### src/rtl/mroi_packet_scheduler.sv
`default_nettype none
// +-----------------------------------------------------------------------------+
// | mroi_packet_scheduler: sequences LEADER/PAYLOAD/TRAILER packets per frame    |
// | Rev 1.0                                                                      |
// +-----------------------------------------------------------------------------+
module mroi_packet_scheduler #(
   parameter int REG_WD             = 32,
   parameter int MROI_MAX_NUM       = 16,
   parameter int LEADER_SIZE        = 52,
   parameter int TRAILER_SIZE       = 32,
   parameter int TRAILER_CHUNK_SIZE = 36
) (
   input  logic                           clk,
   input  logic                           reset,
   input  logic                           i_multi_roi_total_en,
   input  logic                           i_chunkmodeactive,
   input  logic                           i_framebuffer_empty,
   input  logic [7:0]                     iv_roi_num,
   input  logic [REG_WD*MROI_MAX_NUM-1:0] iv_payload_size_mroi,
   input  logic                           i_change_flag,
   output logic                           o_leader_flag,
   output logic                           o_payload_flag,
   output logic                           o_trailer_flag,
   output logic [REG_WD-1:0]              ov_packet_size,
   output logic [7:0]                     ov_roi_idx,
   output logic                           o_roi_err,
   output logic                           o_frame_done,
   output logic [15:0]                    ov_frame_cnt
);

   localparam logic [1:0] c_ST_IDLE    = 2'd0;
   localparam logic [1:0] c_ST_LEADER  = 2'd1;
   localparam logic [1:0] c_ST_PAYLOAD = 2'd2;
   localparam logic [1:0] c_ST_TRAILER = 2'd3;

   localparam int c_IDX_W = (MROI_MAX_NUM > 1) ? $clog2(MROI_MAX_NUM) : 1;

   logic [1:0]        r_state;
   logic              r_multi;
   logic              r_chunk;
   logic              r_leader;
   logic              r_payload;
   logic              r_trailer;
   logic [REG_WD-1:0] r_packet_size;
   logic [7:0]        r_roi_idx;
   logic              r_roi_err;
   logic              r_frame_done;
   logic [15:0]       r_frame_cnt;

   logic [REG_WD-1:0] w_slot [MROI_MAX_NUM];
   logic              w_roi_in_range;
   logic [7:0]        w_sel_idx;
   logic [REG_WD-1:0] w_sel_size;
   logic [REG_WD-1:0] w_trailer_size;

   generate
      for (genvar k = 0; k < MROI_MAX_NUM; k++) begin : g_slot
         assign w_slot[k] = iv_payload_size_mroi[k*REG_WD +: REG_WD];
      end
   endgenerate

   // Out-of-range ROI numbers fall back to slot 0, so the slot index never exceeds the array.
   assign w_roi_in_range = ({1'b0, iv_roi_num} < 9'(MROI_MAX_NUM));
   assign w_sel_idx      = (r_multi && w_roi_in_range) ? iv_roi_num : 8'd0;
   assign w_sel_size     = w_slot[w_sel_idx[c_IDX_W-1:0]];
   assign w_trailer_size = r_chunk ? REG_WD'(TRAILER_CHUNK_SIZE) : REG_WD'(TRAILER_SIZE);

   always_ff @(posedge clk) begin
      if (reset) begin
         r_state       <= c_ST_IDLE;
         r_multi       <= 1'b0;
         r_chunk       <= 1'b0;
         r_leader      <= 1'b0;
         r_payload     <= 1'b0;
         r_trailer     <= 1'b0;
         r_packet_size <= '0;
         r_roi_idx     <= 8'd0;
         r_roi_err     <= 1'b0;
         r_frame_done  <= 1'b0;
         r_frame_cnt   <= 16'd0;
      end else begin
         r_roi_err    <= 1'b0;
         r_frame_done <= 1'b0;
         case (r_state)
            c_ST_IDLE: begin
               if (!i_framebuffer_empty) begin
                  r_state       <= c_ST_LEADER;
                  r_multi       <= i_multi_roi_total_en;
                  r_chunk       <= i_chunkmodeactive;
                  r_leader      <= 1'b1;
                  r_packet_size <= REG_WD'(LEADER_SIZE);
               end
            end
            c_ST_LEADER: begin
               if (i_change_flag) begin
                  r_leader  <= 1'b0;
                  r_roi_idx <= w_sel_idx;
                  r_roi_err <= r_multi && !w_roi_in_range;
                  // An empty ROI payload skips the PAYLOAD packet entirely.
                  if (w_sel_size != '0) begin
                     r_state       <= c_ST_PAYLOAD;
                     r_payload     <= 1'b1;
                     r_packet_size <= w_sel_size;
                  end else begin
                     r_state       <= c_ST_TRAILER;
                     r_trailer     <= 1'b1;
                     r_packet_size <= w_trailer_size;
                  end
               end
            end
            c_ST_PAYLOAD: begin
               if (i_change_flag) begin
                  r_state       <= c_ST_TRAILER;
                  r_payload     <= 1'b0;
                  r_trailer     <= 1'b1;
                  r_packet_size <= w_trailer_size;
               end
            end
            c_ST_TRAILER: begin
               if (i_change_flag) begin
                  r_state      <= c_ST_IDLE;
                  r_trailer    <= 1'b0;
                  r_frame_done <= 1'b1;
                  r_frame_cnt  <= r_frame_cnt + 16'd1;
               end
            end
            default: begin
               r_state   <= c_ST_IDLE;
               r_leader  <= 1'b0;
               r_payload <= 1'b0;
               r_trailer <= 1'b0;
            end
         endcase
      end
   end

   assign o_leader_flag  = r_leader;
   assign o_payload_flag = r_payload;
   assign o_trailer_flag = r_trailer;
   assign ov_packet_size = r_packet_size;
   assign ov_roi_idx     = r_roi_idx;
   assign o_roi_err      = r_roi_err;
   assign o_frame_done   = r_frame_done;
   assign ov_frame_cnt   = r_frame_cnt;

endmodule
`default_nettype wire

### config.mk
export PLATFORM = sky130hd
export DESIGN_NAME = mroi_packet_scheduler
export DESIGN_NICKNAME = d
export VERILOG_FILES = /design/src/rtl/mroi_packet_scheduler.sv
export SDC_FILE = /design/constraint.sdc
export NUM_CORES = 1
export LEC_CHECK = 0
export ABC_AREA = 1
export CAP_MARGIN = 20
export CORE_AREA = 2 2 228 230
export DETAILED_ROUTE_END_ITERATION = 6
export DIE_AREA = 0 0 230 232
export PLACE_DENSITY = 0.41
export SLEW_MARGIN = 20
export SYNTH_ARGS = -nofsm -noshare
export SYNTH_HDL_FRONTEND = slang
export SYNTH_SLANG_ARGS = --single-unit
export TNS_END_PERCENT = 20
### constraint.sdc
create_clock -name clk -period 3.1 [get_ports clk]
set_input_delay 0.62 -clock clk [delete_from_list [all_inputs] [get_ports clk]]
set_output_delay 0.62 -clock clk [all_outputs]
set_load 0.02 [all_outputs]
==> results of run 1 <==
-- synthesized netlist by cell type, types with 2 or more instances --
library cell and number:
nand3_2 2, o21ai_1 10, inv_2 5, or2_2 2
nor2_1 292, clkbuf_1 46, nor2_2 3, a31oi_1 3
o21ai_0 113, clkinv_1 10, dfxtp_1 65, nor3_1 8
buf_1 10, nand4_1 4, buf_2 49, ha_1 7
inv_1 309, a21oi_1 49, buf_4 11, nand3_1 335
nand2_1 439, nor2_4 3, o211ai_1 2
-- cell families after synthesis --
kind of cell	share of synthesized area, %
fa+ha+maj	1.011
simple gates	53.21
compound gates	10.50
buf+inv	20.25
flops	15.02
-- cell type report --
type,count,share of cell area [%]
multi-input cells,1277,34.32
diodes,9,0.1315
well taps,680,4.969
flip-flops and latches,65,7.600
clock inverters,5,0.4604
repair buffers,759,43.98
inverters,324,7.125
clock buffers,11,1.418
-- worst max-delay path, delay by kind of cell --
family	cells	cell delay, ns
buffers and inverters	5	0.77
and+or+nand+nor	17	1.77
-- repair_timing --
item / 4_1_cts / 5_1_grt
cloned: 2 / 1
buffers inserted: 8 / 1
endpoints found under the setup margin: 5 / 5
gates resized for setup: 26 / 69
pin swaps: 10 / 15
-- state kept, by name, indices dropped and copies added (netlist names), 2 cells and up --
signal / flops
ov_packet_size: 32
ov_frame_cnt: 16
ov_roi_idx: 8
r_state: 2
-- stage by stage --
stage          util, %  total power (W)  cell area [µm²]
2_1_floorplan        -         0.001816             8662
3_3_place_gp     32.02         0.003107            16300
3_5_place_dp     32.02         0.003090            16300
4_1_cts          33.08         0.004231            16830
5_1_grt          33.65         0.004465            17120
6_report         33.65         0.004193            17120
-- metal layers --
layer	GRT usage, %	vias up
met5	0	-
met4	3.931	10
met3	4.384	43
met2	41.02	496
met1	26.84	6174
li1	-	6800
-- path summary, 6_finish.rpt --
check        slack, ns  cells after the start             end
min reg2reg       0.44                      2   ov_roi_idx[4]
max               0.15                     22  o_trailer_flag
max reg2reg       0.46                     20  o_trailer_flag
min               0.44                      2   ov_roi_idx[4]
-- power by group --
| group | internal (W) | total [W] | switching [W] |
|---|---|---|---|
| registers | 0.000926 | 0.000988 | 0.0000620 |
| clock network | 0.000724 | 0.00110 | 0.000380 |
| logic | 0.00108 | 0.00210 | 0.00102 |
| total | 0.00273 | 0.00419 | 0.00146 |
==> flow_summary_export.csv, run 1 <==
group,metric,value,unit
worst_setup_path,crit_path_end_kind,"flop",
worst_setup_path,crit_top_cell,"nand2_1",
worst_setup_path,worstPathCellList,"dlygate4sd2_1, nor2_4, nand3_2, nor2_4, buf_12, buf_4, buf_4, nand2_1, nand3_1, nand3_1, nand3_1, nand2_1, inv_1, nand2_1, nor2_1, nand2_2, nor2_4, nand2_2, nand2_2, nand2_1, nand2_1, nor2_1",
detailed_routing,drc_errors,0,
timing,maxSlewHeadroom,46.22,%
timing,timing_worst_slew_pin_value,0.8017,ns
worst_setup_path,crit_path_max_incr_delay,0.25,ns
global_routing,grt_start_max_net_pins,57,
synthesis,synthArstFlopShare,0,%
synthesis,yosys_warnings,0,
floorplanning,initial_core_util,17.02,%
timing,setup_viol,0,
floorplanning,num_rows,83,
timing,fin_hold_ws,0.4419,ns
clock_network,cts_buffer_depth,2,
detailed_routing,met2_length,30820,µm
place,place_ws,-0.5636,ns
layout,syn_to_final_growth,97.67,%
synthesis,synth_area_per_cell,4.861,µm²
power_and_ir_drop,max-vdd-ir-drop,0.3100,mV
clock_network,cts_buffers,9,
floorplanning,core_area,0.05089,mm²
power_and_ir_drop,powerDensity,244.9,mW/mm²
detailed_routing,antenna_left,0,
job,cap_viol_max_count,0,
clock_network,insertion_delay,0.33,ns
detailed_routing,vias,13520,
clock_network,cts.hold.buffers_added,0,
layout,final_common_cell,"clkdlybuf4s50_1",
worst_setup_path,crit_required,3.32,ns
detailed_routing,dr.pass1.iters,5,
synthesis,synthTopCellsByArea,"nand3_1 (19%), nand2_1 (19%), dfxtp_1 (15%)",
global_routing,grt_overflow_total,0,
floorplanning,design.die.area,0.05336,mm²
synthesis,syn-cell-area,0.008662,mm²
timing,clock.fmax,339.2,MHz
synthesis,synth_edf_count,0,
floorplanning,die_height,232,µm
detailed_routing,wl_per_cell,19.68,µm
worst_setup_path,slowest_stage,"dlygate4sd2_1",
worst_setup_path,worstPathMaxFanout,7,
timing,min_period,2.948,ns
place,dp_cells,3093,
detailed_routing,routed_wl,61610,µm
detailed_routing,wl_met3,4012,µm
timing,slew_viol_final,0,
layout,fillers,5707,
timing,period_share,95.09,%
layout,regArea,0.001301,mm²
clock_network,clockRootBuffer,"clkbuf_16",
synthesis,ys.flop_type,"dfxtp_1",
synthesis,synth_cells,1782,
floorplanning,ios,587,
min_path,min_from,"ov_roi_idx[4]",
clock_network,path_clk_slew,0.06,ns
synthesis,netlist.area_leader.share,19.36,%
timing,setup_tns,0,ns
place,dpl.hpwl,51950,µm
layout,fin_cells,3130,
global_routing,grt_pass1_vias,13820,
synthesis,synth_largest_area_cell,"nand3_1",
outcome,status,"finished clean",
detailed_routing,maxUsedRoutingLayer,"met5",
detailed_routing,met1Wirelength,25990,µm
layout,nets,2969,
detailed_routing,viasPerCell,4.320,
synthesis,ys_ff_latch,65,
timing,fin_skew,0.005929,ns
floorplanning,chipWidth,230,µm
layout,drive_gt1_share,10.94,%
global_routing,grt_pass1_wl,89210,µm
power_and_ir_drop,p_leak,8.235,nW
place,globalplace.congestion,0.9371,
worst_setup_path,arrival,3.17,ns
layout,final_cell_mix,"clkdlybuf4s50_1 (580), nand2_1 (420), inv_1 (307)",
global_routing,antenna_found_initial,15,
worst_setup_path,reg2reg_from,"r_multi",
synthesis,yosysUniqueCellTypes,28,
synthesis,seq_area_frac_synth,15.02,%
min_path,hp-class,"reg -> reg",
timing,fin_ws,0.1522,ns
clock_network,htree_num_levels,3,
layout,multiInputGateArea,0.005877,mm²
worst_setup_path,crit_type,"in -> reg",
worst_setup_path,start_kind,"input port",
synthesis,syn-num-nets,2315,
timing,hold_viol_final,0,
clock_network,cts_tree,"built",
place,portBuffers,586,
clock_network,cts_sinks,65,
global_routing,track_usage,22.27,%
detailed_routing,drt_iter0_drc,761,
worst_setup_path,cp-startpoint,"iv_roi_num[5]",
(Power assumes the default switching activity.)
==> inputs of run 2 (changes only) <==
--- a/config.mk
+++ b/config.mk
@@ -5,12 +5,11 @@
 export SDC_FILE = /design/constraint.sdc
 export NUM_CORES = 1
 export LEC_CHECK = 0
-export ABC_AREA = 1
 export CAP_MARGIN = 20
-export CORE_AREA = 2 2 228 230
+export CORE_AREA = 2 2 227 229
 export DETAILED_ROUTE_END_ITERATION = 6
-export DIE_AREA = 0 0 230 232
-export PLACE_DENSITY = 0.41
+export DIE_AREA = 0 0 229 231
+export PLACE_DENSITY = 0.39
 export SLEW_MARGIN = 20
 export SYNTH_ARGS = -nofsm -noshare
 export SYNTH_HDL_FRONTEND = slang
==> run 2 against run 1 <==
The flow now finishes with violations (setup timing). Register-to-register slack got worse by 1.2 ns. First-iteration DRC count increased by 24%. Final cell count decreased by 22%. Cell area decreased by 4.2%. Clock skew decreased by 0.00082 ns. Count of clock-buffer cells in the layout increased by 2. Area after synthesis decreased by 12%. Sequential power decreased by 1%. Combinational power increased by 13%. Critical path type unchanged.
==> flow_summary_export.csv, run 2 <==
group,metric,value,unit
clock_network,insertion_delay,0.34,ns
power_and_ir_drop,max-vdd-ir-drop,0.2829,mV
timing,fin_skew,0.005114,ns
power_and_ir_drop,clkPwrFrac,22.8,%
floorplanning,initial_core_util,15.11,%
layout,final_area,0.01641,mm²
clock_network,path_clk_slew,0.05,ns
global_routing,track_usage,25.13,%
synthesis,synth_largest_area_cell,"dfxtp_1",
clock_network,cts.hold.buffers_added,0,
layout,syn_to_final_growth,114.2,%
synthesis,synth_area_per_cell,7.407,µm²
power_and_ir_drop,p_int,0.002762,W
synthesis,synthTopCellsByArea,"dfxtp_1 (17%), mux2i_1 (9.0%), mux2_2 (5.7%)",
power_and_ir_drop,p_leak,6.126,nW
outcome,violations,"setup timing",
layout,final_common_cell,"clkdlybuf4s50_1",
global_routing,grt_pass1_vias,12640,
synthesis,yosysUniqueCellTypes,67,
synthesis,seq_area_frac_synth,16.99,%
global_routing,grt_overflow_total,0,
synthesis,ys.flop_type,"dfxtp_1",
timing,setup_viol,5,
worst_setup_path,crit_required,3.33,ns
place,placed_area,0.01570,mm²
worst_setup_path,path_buf_inv,2,
floorplanning,ios,587,
synthesis,syn-num-nets,1567,
worst_setup_path,crit_type,"in -> reg",
floorplanning,die_height,231,µm
floorplanning,chipWidth,229,µm
clock_network,cts_sinks,65,
layout,drive_gt1_share,20.61,%
job,cap_viol_max_count,0,
timing,period_share,125.5,%
detailed_routing,antenna_left,0,
min_path,hp-class,"reg -> reg",
detailed_routing,viasPerCell,4.868,
detailed_routing,vias,11900,
layout,largest_reg_flops,32,
layout,fin_cells,2444,
worst_setup_path,slowest_stage,"or4b_4",
timing,timing_worst_slew_pin_value,0.9801,ns
synthesis,synthArstFlopShare,0,%
worst_setup_path,crit_top_cell,"or4b_4",
timing,fin_ws,-0.7913,ns
power_and_ir_drop,switching_share,36.50,%
floorplanning,design.die.area,0.05290,mm²
place,dp_cells,2407,
timing,clock.fmax,257.0,MHz
detailed_routing,drt_iter0_drc,943,
detailed_routing,wl_per_cell,28.23,µm
synthesis,syn-cell-area,0.007659,mm²
global_routing,grt_start_max_net_pins,37,
synthesis,synth_edf_count,0,
power_and_ir_drop,powerDensity,265.2,mW/mm²
floorplanning,core_area,0.05068,mm²
worst_setup_path,arrival,4.12,ns
synthesis,ys_ff_latch,65,
synthesis,yosysMostFrequentCell,"nor2_1",
clock_network,cts_buffer_depth,2,
global_routing,grt_pass1_wl,95700,µm
synthesis,synth.top_cells.by_count,"nor2_1 (111), clkbuf_1 (76), mux2i_1 (69), a21oi_1 (68), dfxtp_1 (65)",
floorplanning,num_rows,83,
global_routing,antenna_found_initial,3,
timing,slew_viol_final,0,
layout,nets,2290,
worst_setup_path,start_kind,"input port",
power_and_ir_drop,combPwrFrac,54.8,%
synthesis,yosys_warnings,0,
outcome,status,"finished, violations left",
place,portBuffers,586,
clock_network,cts_buffers,9,
synthesis,synth_cells,1034,
clock_network,htree_num_levels,3,
worst_setup_path,crit_path_end_kind,"flop",
timing,maxSlewHeadroom,34.66,%
power_and_ir_drop,finalPower,0.004350,W
clock_network,cts_tree,"built",
worst_setup_path,crit_path_max_incr_delay,0.60,ns
synthesis,netlist.area_leader.share,16.99,%
detailed_routing,routed_wl,68990,µm
detailed_routing,drc_errors,0,
power_and_ir_drop,seq_power_share,22.4,%
worst_setup_path,critPathTopFamily,"simple AND/OR/NAND/NOR gates",
clock_network,clockRootBuffer,"clkbuf_16",
detailed_routing,dr.pass1.iters,5,
place,dpl.hpwl,58370,µm
timing,min_period,3.891,ns
timing,hold_viol_final,0,
worst_setup_path,worstPathMaxFanout,6,
power_and_ir_drop,p_sw,0.001588,W
timing,rsz0062_at_grt,"true",
place,globalplace.congestion,0.8722,
layout,final_cell_mix,"clkdlybuf4s50_1 (578), buf_4 (218), nor2_1 (105)",
worst_setup_path,worstPathCellList,"buf_8, or4b_4, buf_4, or4_1, o2111ai_2, a22oi_2, or4_4, or4b_4, or4b_4, or2_4, a41o_1",
[run 2: what timing repair did]
| action | 4_1_cts | 5_1_grt |
|---|---|---|
| gates resized for setup | 35 | 29 |
| pin swaps | 13 | 13 |
| endpoints found under the setup margin | 34 | 16 |
| setup buffers | 12 | 6 |
| cloned | 0 | 1 |
[run 2: logic make-up (layout without fill, tap and decap cells)]
group,count (synthesis),in the layout,synth area share [%]
flip-flops,65,65,16.99
AND/OR/NAND/NOR,325,325,20.50
AO/OA/AOI/OAI,379,379,35.53
adder cells (fa/ha/maj),7,7,1.144
other,0,3,0
multiplexers,118,118,17.69
XOR/XNOR,15,15,1.715
buffers and inverters,125,852,6.420
[run 2: final timing paths]
| check | cells past startpoint | slack, ns | start | end |
|---|---|---|---|---|
| min | 2 | 0.45 | ov_packet_size[19] | ov_packet_size[19] |
| max | 11 | -0.79 | iv_roi_num[7] | o_payload_flag |
| max reg2reg | 10 | -0.71 | r_multi | o_payload_flag |
| min reg2reg | 2 | 0.45 | ov_packet_size[19] | ov_packet_size[19] |
[run 2: power by group through the flow]
stage | Clock [W] | Sequential [W] | Combinational (W)
2_1_floorplan | 0 | 0.00104 | 0.000809
3_3_place_gp | 0 | 0.000993 | 0.00236
3_5_place_dp | 0 | 0.000991 | 0.00235
4_1_cts | 0.00101 | 0.000975 | 0.00238
5_1_grt | 0.00105 | 0.000983 | 0.00253
6_report | 0.000991 | 0.000976 | 0.00238
[run 2: tightest hold or removal path: stages, from the launching register on]
cell	delay (ns)
dfxtp_1	0.31
nand2_1	0.05
a21oi_1	0.05
[run 2: cell type report]
class                   count  area, µm²
diodes                      3      7.507
well taps                 680      850.8
multi-input cells         844       6123
fillers                  5543      34270
clock buffers              13      270.3
clock inverters             2      12.51
inverters                  17      63.81
flip-flops and latches     65       1301
repair buffers            820       7776
[run 2: routing by layer]
metal	vias up	part of all wire, %	global-route usage [%]
li1	5495	-	-
met1	5718	41	30.07
met2	621	50	46.04
met3	64	7.4	5.521
met4	0	1.8	4.728
met5	-	0	0
[run 2: per-stage QoR]
step	worst slack, ns	util [%]	setup TNS [ns]	hold slack (ns)
floorplan	-0.9302	-	-4.093	0.4262
global placement	-1.712	30.97	-26.63	0.4463
detailed placement	-1.790	30.97	-28.73	0.4464
CTS	-0.9391	31.91	-4.397	0.4589
global route	-0.8327	32.36	-4.069	0.4797
finish	-0.7913	32.37	-3.698	0.4546
